--- config.mk ---
export PLATFORM = sky130hd
export DESIGN_NAME = led_pwm_scheduler
export DESIGN_NICKNAME = d
export VERILOG_FILES = /design/src/rtl/led_pwm_scheduler.sv
export SDC_FILE = /design/constraint.sdc
export NUM_CORES = 1
export LEC_CHECK = 0
export ABC_AREA = 1
export CAP_MARGIN = 30
export CORE_MARGIN = 2
export CORE_UTILIZATION = 40
export DETAILED_ROUTE_END_ITERATION = 8
export PLACE_DENSITY_LB_ADDON = 0.15
export SLEW_MARGIN = 20
export SYNTH_ARGS = -nofsm -noshare
export SYNTH_HDL_FRONTEND = slang
export SYNTH_SLANG_ARGS = --single-unit
--- constraint.sdc ---
create_clock -name clk -period 8.15 [get_ports clk]
set_clock_uncertainty 0.05 [all_clocks]
set_input_delay 2.0375 -clock clk [delete_from_list [all_inputs] [get_ports clk]]
set_output_delay 2.0375 -clock clk [all_outputs]
set_load 0.1 [all_outputs]
--- src/rtl/led_pwm_scheduler.sv ---
// Two-bank LED "breathing" scheduler: a round-robin arbiter hands one shared PWM
// engine to the red or green bank, which ramps its duty up and back down.
module led_pwm_scheduler #(
  parameter int PWM_PERIOD      = 1000,
  parameter int DUTY_STEP       = 100,
  parameter int FRAMES_PER_STEP = 250
) (
  input  logic       clk,
  input  logic       rst,
  input  logic       req_red,
  input  logic       req_green,
  output logic [9:0] led_red,
  output logic [7:0] led_green,
  output logic       grant_red,
  output logic       grant_green,
  output logic       busy,
  output logic       done,
  output logic [1:0] dbg_state
);

  localparam logic [1:0] IDLE      = 2'd0;
  localparam logic [1:0] RAMP_UP   = 2'd1;
  localparam logic [1:0] RAMP_DOWN = 2'd2;

  localparam logic [31:0] P = 32'(PWM_PERIOD);
  localparam logic [31:0] S = 32'(DUTY_STEP);
  localparam logic [31:0] F = 32'(FRAMES_PER_STEP);

  generate
    if (DUTY_STEP <= 0 || FRAMES_PER_STEP <= 0 || PWM_PERIOD <= 0 ||
        (PWM_PERIOD % DUTY_STEP) != 0) begin : g_bad_params
      $error("led_pwm_scheduler: PWM_PERIOD must be a multiple of DUTY_STEP > 0, FRAMES_PER_STEP > 0");
    end
  endgenerate

  // Request/grant: a request is a level sampled only while idle; once granted,
  // the bank owns the engine until done, regardless of its request.
  logic [1:0]  state_q, state_d;
  logic        grant_red_q, grant_red_d;
  logic        grant_green_q, grant_green_d;
  logic        last_red_q, last_red_d;
  logic        done_q, done_d;
  logic [31:0] duty_q, duty_d;
  logic [31:0] pwm_cnt_q, pwm_cnt_d;
  logic [31:0] frame_cnt_q, frame_cnt_d;
  logic        led_red_q, led_green_q;
  logic        frame_end, step_end, pick_red, pwm_on;

  assign frame_end = (pwm_cnt_q == P - 32'd1);
  assign step_end  = frame_end && (frame_cnt_q == F - 32'd1);
  assign pick_red  = req_red && (!req_green || !last_red_q);
  assign pwm_on    = (pwm_cnt_q < duty_q);

  always_comb begin
    state_d       = state_q;
    grant_red_d   = grant_red_q;
    grant_green_d = grant_green_q;
    last_red_d    = last_red_q;
    done_d        = 1'b0;
    duty_d        = duty_q;
    pwm_cnt_d     = pwm_cnt_q;
    frame_cnt_d   = frame_cnt_q;
    case (state_q)
      IDLE: begin
        if (req_red || req_green) begin
          state_d       = RAMP_UP;
          grant_red_d   = pick_red;
          grant_green_d = !pick_red;
          last_red_d    = pick_red;
          duty_d        = '0;
          pwm_cnt_d     = '0;
          frame_cnt_d   = '0;
        end
      end
      RAMP_UP, RAMP_DOWN: begin
        pwm_cnt_d = frame_end ? 32'd0 : pwm_cnt_q + 32'd1;
        if (frame_end) frame_cnt_d = step_end ? 32'd0 : frame_cnt_q + 32'd1;
        if (step_end) begin
          if (state_q == RAMP_UP) begin
            if (duty_q == P) begin
              state_d = RAMP_DOWN;
              duty_d  = P - S;
            end else begin
              duty_d = duty_q + S;
            end
          end else if (duty_q == 32'd0) begin
            // Grant drops on the same edge that raises done.
            state_d       = IDLE;
            done_d        = 1'b1;
            grant_red_d   = 1'b0;
            grant_green_d = 1'b0;
          end else begin
            duty_d = duty_q - S;
          end
        end
      end
      default: begin
        state_d       = IDLE;
        grant_red_d   = 1'b0;
        grant_green_d = 1'b0;
      end
    endcase
  end

  always_ff @(posedge clk or posedge rst) begin
    if (rst) begin
      state_q       <= IDLE;
      grant_red_q   <= 1'b0;
      grant_green_q <= 1'b0;
      last_red_q    <= 1'b0;
      done_q        <= 1'b0;
      duty_q        <= '0;
      pwm_cnt_q     <= '0;
      frame_cnt_q   <= '0;
      led_red_q     <= 1'b0;
      led_green_q   <= 1'b0;
    end else begin
      state_q       <= state_d;
      grant_red_q   <= grant_red_d;
      grant_green_q <= grant_green_d;
      last_red_q    <= last_red_d;
      done_q        <= done_d;
      duty_q        <= duty_d;
      pwm_cnt_q     <= pwm_cnt_d;
      frame_cnt_q   <= frame_cnt_d;
      led_red_q     <= grant_red_q && pwm_on;
      led_green_q   <= grant_green_q && pwm_on;
    end
  end

  assign led_red     = {10{led_red_q}};
  assign led_green   = {8{led_green_q}};
  assign grant_red   = grant_red_q;
  assign grant_green = grant_green_q;
  assign busy        = grant_red_q | grant_green_q;
  assign done        = done_q;
  assign dbg_state   = state_q;

endmodule

# Word-level counts from Yosys, hierarchy flattened
# Index checks and enable logic that the tools add are counted.
[word_totals] reg_bits=104 input_bits=4 out_inout_bits=24 wordCells=76
[classes] n_addsub=4 magnitude_cmp=1 n_eq_ne=13 mux=28 bitwise=1 n_reduce_logical=19
[op_table] op="$mux W32" n=8
[op_table] op="$pmux W32 S2" n=3
[op_table] op="$add A32 B1 Y32 const B" n=2
[op_table] op="$eq A32 B10 Y1 const B" n=2
[op_table] op="$add A32 B7 Y32 const B" n=1
[op_table] op="$eq A32 B8 Y1 const B" n=1
[op_table] op="$logic_not A32 Y1" n=1
[op_table] op="$lt A32 B32 Y1" n=1
[op_table] op="$sub A32 B7 Y32 const B" n=1
[op_table] op="$reduce_and A4 Y1" n=3
[op_table] op="$mux W2" n=5
[op_table] op="$ne A2 B2 Y1 const B" n=5
[op_table] op="$mux W1" n=9
[op_table] op="$ne A3 B3 Y1 const B" n=3
[op_table] op="$logic_and A1 B1 Y1" n=4
[op_table] op="$pmux W1 S2" n=2
[op_table] op="$pmux W2 S2" n=1
[op_table] op="$reduce_and A2 Y1" n=2
[op_table] op="$logic_not A1 Y1" n=3
[op_table] op="$reduce_and A3 Y1" n=1
[op_table] op="$eq A2 B1 Y1 const B" n=1
[op_table] op="$eq A2 B2 Y1 const B" n=1
[op_table] op="$logic_not A2 Y1" n=1
[op_table] op="$logic_or A1 B1 Y1" n=2
[op_table] op="3 further kinds" n=3

# Longest topological paths before layout
# Gate-level depths: netlist of the first run.
[logic_depth] ltp_word=6 ltp_mapped=13 ltp_nobuf=12

# Worst setup path before layout of the first run
# No wires, ideal clock.
[synth_timing] kind="register -> output" startpoint="register grant_green_q (netlist: grant_green)" endpoint="output port busy" t_arrival_ns=1.733 required_ns=6.062 slack_ns=4.329 path_stages_with_launch=3 n_path_buf=0 cell_sequence="dfrtp_1 -> inv_1 -> nand2_1"
[synth_via] elab_chain_len=1
[synth_lines] item="start: declaration" line="40" rtl="logic grant_green_q, grant_green_d;"
[synth_lines] item="start signal: assignment" line="120" rtl="grant_green_q <= grant_green_d;"
[synth_lines] item="$or A1 B1 Y1" line="135" rtl="assign busy = grant_red_q | grant_green_q;"
[synth_lines] item="end: declaration" line="16" rtl="output logic busy,"
# Every way passes these cells.

# Worst setup path in the final report of the first run
[layout_timing] startpoint="input port req_red" endpoint="register frame_cnt_q[9]"
[layout_via] elab_chain_len=3
[layout_lines] item="start: declaration" line="10" rtl="input logic req_red,"
[layout_lines] item="$logic_or A1 B1 Y1" line="65" rtl="if (req_red || req_green) begin"
[layout_lines] item="$ne A2 B2 Y1 (no line)"
[layout_lines] item="$reduce_and A3 Y1 (no line)"
[layout_lines] item="end signal: assignment" line="125" rtl="frame_cnt_q <= frame_cnt_d;"
[layout_lines] item="end: declaration" line="45" rtl="logic [31:0] frame_cnt_q, frame_cnt_d;"
# Every way passes these cells.
# A chain may end at the register's enable or synchronous reset.

==> impl_metrics.csv, run 1 <==
group,metric,value,unit
run_status,outcome,"finished clean",
setup_path,crit_buf_inv,5,
setup_path,critical_path_required,8360,ps
setup_path,path_delay_family,"buffers and inverters",
clocking,numCtsBuffers,9,
final_layout,nFillCells,2390,
route,drcViolationCount,0,
global_routing,grt_start_max_net_pins,62,
final_layout,finalInstanceArea,9570,um^2
placement,placed_area,9270,um^2
final_layout,layout-drive-gt1-share,3.76,%
min_path,hold_path_class,"reg -> reg",
clocking,hold_buffers,0,
clocking,clk_pin_slew,80,ps
yosys,yosysWarnings,0,
yosys,syn_avg_cell_area,6.17,um^2
clocking,cts.sinks,102,
yosys,syn-num-nets,1493,
route,antenna_left,0,
final_layout,fin_nets,1472,
setup_path,worstPathArrival,4820,ps
setup_path,r2r_cells,9,
clocking,cts-root-buf,"clkbuf_16",
floorplanning,dieArea,23600,um^2
global_routing,grt_pass1_vias,8100,
placement,port_buffers,27,
timing,worst_pin_slew,985,ps
setup_path,slowest_delay,470,ps
global_routing,antenna_found_initial,0,
floorplanning,rows,54,
final_layout,antenna_cells,0,
floorplanning,ioPinCount,28,
clocking,h-tree-depth,3,
setup_path,crit_path_cell_trace,"clkdlybuf4s50_1 > inv_1 > nand3_1 > o21ai_2 > inv_2 > nand2_2 > buf_4 > inv_2 > nand2_1 > nand2_1",
timing,fin_crit,4610,ps
placement,gpl.final_weighted_congestion,0.926,
min_path,whs_path_depth,2,
timing,max-slew-margin-rel,34.1,%
global_routing,grt_usage,22.7,%
route,finalWirelength,26600,um
setup_path,cp_slowest_cell,"buf_4",
yosys,ys_seq_area_share,28.5,%
route,viasPerCell,5.33,
final_layout,area_growth,6.82,%
timing,fmax,0.217,GHz
timing,fin_crit_sh,56.5,%
route,via_count,9134,
power,vdd_drop_max,0.199,mV
yosys,syn-cell-area,8960,um^2
min_path,hold_path_end,"grant_green",
timing,rsz0062_at_grt,"no",
floorplanning,coreArea,21900,um^2
placement,dpl.hpwl,20300,um
global_routing,grt_overflow,0,
setup_path,crit_fanout,61,
route,wl_per_cell,15.5,um
clocking,cts_buffer_depth,2,
global_routing,grtUsageMet3,2.82,%
clocking,cts_tree,"yes",
floorplanning,die_y,154,um
setup_path,rrSetupSlack,4600,ps
global_routing,top_usage_layer,"met2",
setup_path,critical_path.endpoint_type,"flip-flop",
yosys,ys_types,36,
setup_path,r2r-start,"dbg_state[1]",
floorplanning,initial_utilization,40.9,%
setup_path,cp.depth,10,
route,dr.pass1.iters,6,
setup_path,crit_path_start_kind,"input pin",
floorplanning,die_w,154,um
global_routing,grtUsageMet1,33.7,%
power,fin_total_pwr,2.97,mW
global_routing,grt_util_met2,34.8,%
yosys,synth_cells,1451,
flow_run,max_cap_violations,0,
timing,setup_viol,0,
setup_path,worstSetupPathType,"in -> reg",
global_routing,grt_pass1_wl,43200,um
timing,slew_violations,0,
setup_path,reg2reg_to,"frame_cnt_q[9]",
clocking,cts-resized-gates,0,
clocking,clkLatencyLatePin,370,ps
power,power_density,310,nW/um^2
yosys,ys_dominant_reg_cell,"dfrtp_1",
timing,finalHoldViolations,0,
yosys,synth_edf_count,0,
yosys,async_flop_share,100,%
clocking,postCtsSetupBuffers,0,
yosys,ys_ff_latch,102,
power,p_leak,4.30,nW
timing,tns,0,ps
min_path,hp-start,"grant_green",
route,dr.first_iter.drc_count,641,
## logic make-up (layout without fill, tap and decap cells)
kind of cell | Yosys count | in the layout | share of synthesized area [%]
AND/OR/NAND/NOR | 939 | 939 | 44.9
buffers and inverters | 212 | 196 | 10.2
AO/OA/AOI/OAI | 118 | 118 | 7.08
flip-flops | 102 | 102 | 28.5
XOR/XNOR | 42 | 42 | 4.11
adder cells (fa/ha/maj) | 38 | 38 | 5.31
## worst max-delay path by stage
stage | startpoint | endpoint | slack, ps
after floorplan | rst | dbg_state[0] | 3390
after global placement | req_red | frame_cnt_q[11] | 3210
after detailed placement | req_red | frame_cnt_q[9] | 3150
after CTS | req_red | frame_cnt_q[9] | 3550
after global routing | req_red | frame_cnt_q[14] | 3220
final | req_red | frame_cnt_q[9] | 3540
## cell usage in the layout (no fill, tap or decap), types with 4 or more instances in the layout
cell type and n:
a21oi_1 22, buf_4 5, clkbuf_16 9, clkdlybuf4s50_1 27
dfrtp_1 102, ha_1 37, inv_1 140, inv_2 7
nand2_1 450, nand3_1 155, nand3b_1 6, nand4_1 51
nor2_1 219, nor3_1 30, nor4_1 8, o21ai_0 78
o21ai_1 4, o21ai_2 8, or2_2 4, xor2_1 39
## final cells by class
cell class,instances,area [um^2],area share (%)
clock inverter,7,76.3,0.798
sequential,102,2550,26.7
tap,280,350,3.66
multi-input combinational,1137,5500,57.5
timing repair buffer,32,308,3.22
inverter,148,558,5.83
clock buffer,9,225,2.35
## registers in the layout, summed over array words and instances (netlist names), 2 cells and up
signal and cells:
duty_q 30, frame_cnt_q 32, dbg_state 2, pwm_cnt_q 32
## power breakdown
group          switching [mW]  total, mW  internal (mW)
combinational            1.36       1.82          0.450
clock                   0.234      0.452          0.218
sequential              0.120      0.700          0.580
total                    1.72       2.97           1.25
## worst reg2reg max path: cells and delay by family, from the launching register on
kind                     cells  cell delay, ps
buffers and inverters        4            1190
AO/OA/AOI/OAI                1             770
adder cells (fa/ha/maj)      1             510
AND/OR/NAND/NOR              3             490
flip-flops                   1             420
## synth_stat cells, types with 4 or more instances
master | number | share of area (%)
o21ai_2 | 8 | 0.78
nor3_1 | 30 | 1.7
clkbuf_1 | 19 | 0.80
nand4_1 | 51 | 3.6
o21ai_0 | 78 | 4.4
nor4_1 | 8 | 0.56
ha_1 | 38 | 5.3
inv_2 | 7 | 0.29
nand3b_1 | 6 | 0.50
buf_4 | 19 | 1.6
a21oi_1 | 22 | 1.2
xor2_1 | 39 | 3.8
dfrtp_1 | 102 | 28
inv_1 | 141 | 5.9
or2_2 | 4 | 0.28
buf_2 | 22 | 1.2
nand3_1 | 155 | 8.7
nor2_1 | 219 | 9.2
nand2_1 | 450 | 19
o21ai_1 | 4 | 0.22
## metal layers
layer	up-vias	share of wire, %
li1	4630	-
met1	4193	49
met2	276	43
met3	35	5.5
met4	0	1.9
met5	-	0
## per-stage QoR
stage	setup WS [ps]	util (%)	hold slack [ps]	std cells
floorplan	3390	-	428	1451
global placement	3210	42.3	445	1699
detailed placement	3150	42.3	443	1699
CTS	3550	43.7	462	1715
global route	3220	43.7	493	1715
finish	3540	43.7	456	1715
No activity file was read; power rests on OpenSTA's default activity.
==> run 2, diff against run 1 <==
Clock period 8.15 ns to 4.16 ns, I/O delays scaled along.
==> impl_metrics.csv, run 2 (synthesized netlist as in run 1, its figures left out) <==
group,metric,value,unit
min_path,hold_path_class,"reg -> reg",
clocking,cts-root-buf,"clkbuf_16",
power,pwr-share-clk,16.8,%
placement,placed_cells,1701,
final_layout,mostFrequentLayoutCell,"nand2_1",
min_path,whs_path_depth,2,
min_path,hp-start,"grant_green",
route,dr.pass1.iters,6,
final_layout,nFillCells,2395,
route,finalWirelength,26800,um
setup_path,crit_path_cell_trace,"clkdlybuf4s50_1",
run_status,outcome,"finished clean",
timing,finalHoldViolations,0,
placement,port_buffers,27,
timing,fin_crit,3130,ps
clocking,numCtsBuffers,9,
route,dr.first_iter.drc_count,776,
timing,max-slew-margin-rel,33.9,%
clocking,clkLatencyLatePin,370,ps
setup_path,critical_path.endpoint_type,"output pin",
power,power_density,619,nW/um^2
setup_path,r2r-start,"dbg_state[1]",
floorplanning,dieArea,23600,um^2
power,vdd_drop_max,0.384,mV
final_layout,final_util,44.0,%
final_layout,top_regs,"frame_cnt_q: 32 flops, pwm_cnt_q: 32 flops, duty_q: 30 flops",
setup_path,worstSetupPathType,"reg -> out",
route,viasPerCell,5.26,
placement,dpl.hpwl,20500,um
timing,tns,0,ps
clocking,postCtsSetupBuffers,0,
timing,rsz0062_at_grt,"no",
setup_path,path_delay_family,"buffers and inverters",
setup_path,critical_path_required,3070,ps
floorplanning,initial_utilization,40.9,%
setup_path,worstPathArrival,2040,ps
clocking,hold_buffers,0,
final_layout,antenna_cells,0,
global_routing,grt_usage,22.7,%
power,comb_power_share,60.1,%
route,via_count,9025,
global_routing,grt_pass1_wl,43500,um
floorplanning,ioPinCount,28,
final_layout,layout-drive-gt1-share,3.90,%
global_routing,antenna_found_initial,0,
global_routing,grt_start_max_net_pins,62,
global_routing,grt_pass1_vias,8241,
timing,fmax,0.319,GHz
clocking,cts_tree,"yes",
clocking,h-tree-depth,3,
floorplanning,die_w,154,um
route,drcViolationCount,0,
clocking,cts-resized-gates,0,
floorplanning,rows,54,
power,p_int,2.57,mW
placement,gpl.final_weighted_congestion,0.949,
final_layout,fin_cells,1717,
power,power_frac_seq,23.1,%
timing,setup_viol,0,
final_layout,mostFrequentLayoutCells,"nand2_1 (450), nor2_1 (219), nand3_1 (155)",
setup_path,cp_slowest_cell,"clkdlybuf4s50_1",
setup_path,crit_buf_inv,1,
setup_path,slowest_delay,1190,ps
final_layout,area_growth,7.54,%
clocking,clk_pin_slew,80,ps
floorplanning,die_y,154,um
setup_path,crit_start,"led_red_q",
flow_run,max_cap_violations,0,
clocking,cts.sinks,102,
setup_path,crit_path_start_kind,"flip-flop",
clocking,cts_buffer_depth,2,
timing,fin_crit_sh,75.3,%
timing,worst_pin_slew,988,ps
final_layout,fin_nets,1474,
floorplanning,coreArea,21900,um^2
power,switchingPower,3.38,mW
timing,slew_violations,0,
setup_path,crit_fanout,10,
route,wl_per_cell,15.6,um
setup_path,r2r_cells,8,
global_routing,grt_overflow,0,
route,antenna_left,0,
power,p_leak,4.34,nW
power,swShare,56.8,%
setup_path,cp.depth,1,
run 2: routing by layer:
layer	part of all wire (%)	vias up	GRT usage [%]
met4	1.8	0	5.68
met5	0	-	0
met2	44	239	35.6
met3	4.9	34	2.68
li1	-	4644	-
met1	49	4108	33.5
run 2: power groups by stage:
stage / Clock [mW] / Combinational [mW] / Sequential [mW]
detailed placement: 0 / 3.59 / 1.39
finish: 1.00 / 3.58 / 1.38
global placement: 0 / 3.56 / 1.39
global route: 1.06 / 3.96 / 1.41
floorplan: 0 / 2.90 / 1.36
CTS: 1.02 / 3.59 / 1.37
run 2: final timing paths:
check | slack, ps | endpoint
setup reg to reg | 1280 | duty_q[4]
setup / recovery | 1030 | led_red[1]
min in group asynchronous | 900 | pwm_cnt_q[25]
hold reg to reg | 460 | grant_green
hold / removal | 460 | grant_green
max in group asynchronous | 2460 | duty_q[9]
run 2: cell type report:
| cell class | instances | area (um^2) | area share [%] |
|---|---|---|---|
| Tap cell | 280 | 350 | 3.64 |
| Inverter | 148 | 558 | 5.79 |
| Multi-Input combinational cell | 1137 | 5500 | 57.1 |
| Clock inverter | 7 | 114 | 1.18 |
| Sequential cell | 102 | 2550 | 26.5 |
| Timing Repair Buffer | 34 | 335 | 3.48 |
| Clock buffer | 9 | 225 | 2.34 |
run 2: stage by stage:
stage / setup WS, ps / cell area (um^2) / power [mW] / hold WS [ps]
3_5_place_dp: 689 / 9290 / 4.98 / 447
5_1_grt: 850 / 9630 / 6.43 / 503
4_1_cts: 1000 / 9630 / 5.99 / 466
3_3_place_gp: 774 / 9290 / 4.95 / 442
2_1_floorplan: 395 / 8960 / 4.26 / 428
6_report: 1030 / 9630 / 5.96 / 459
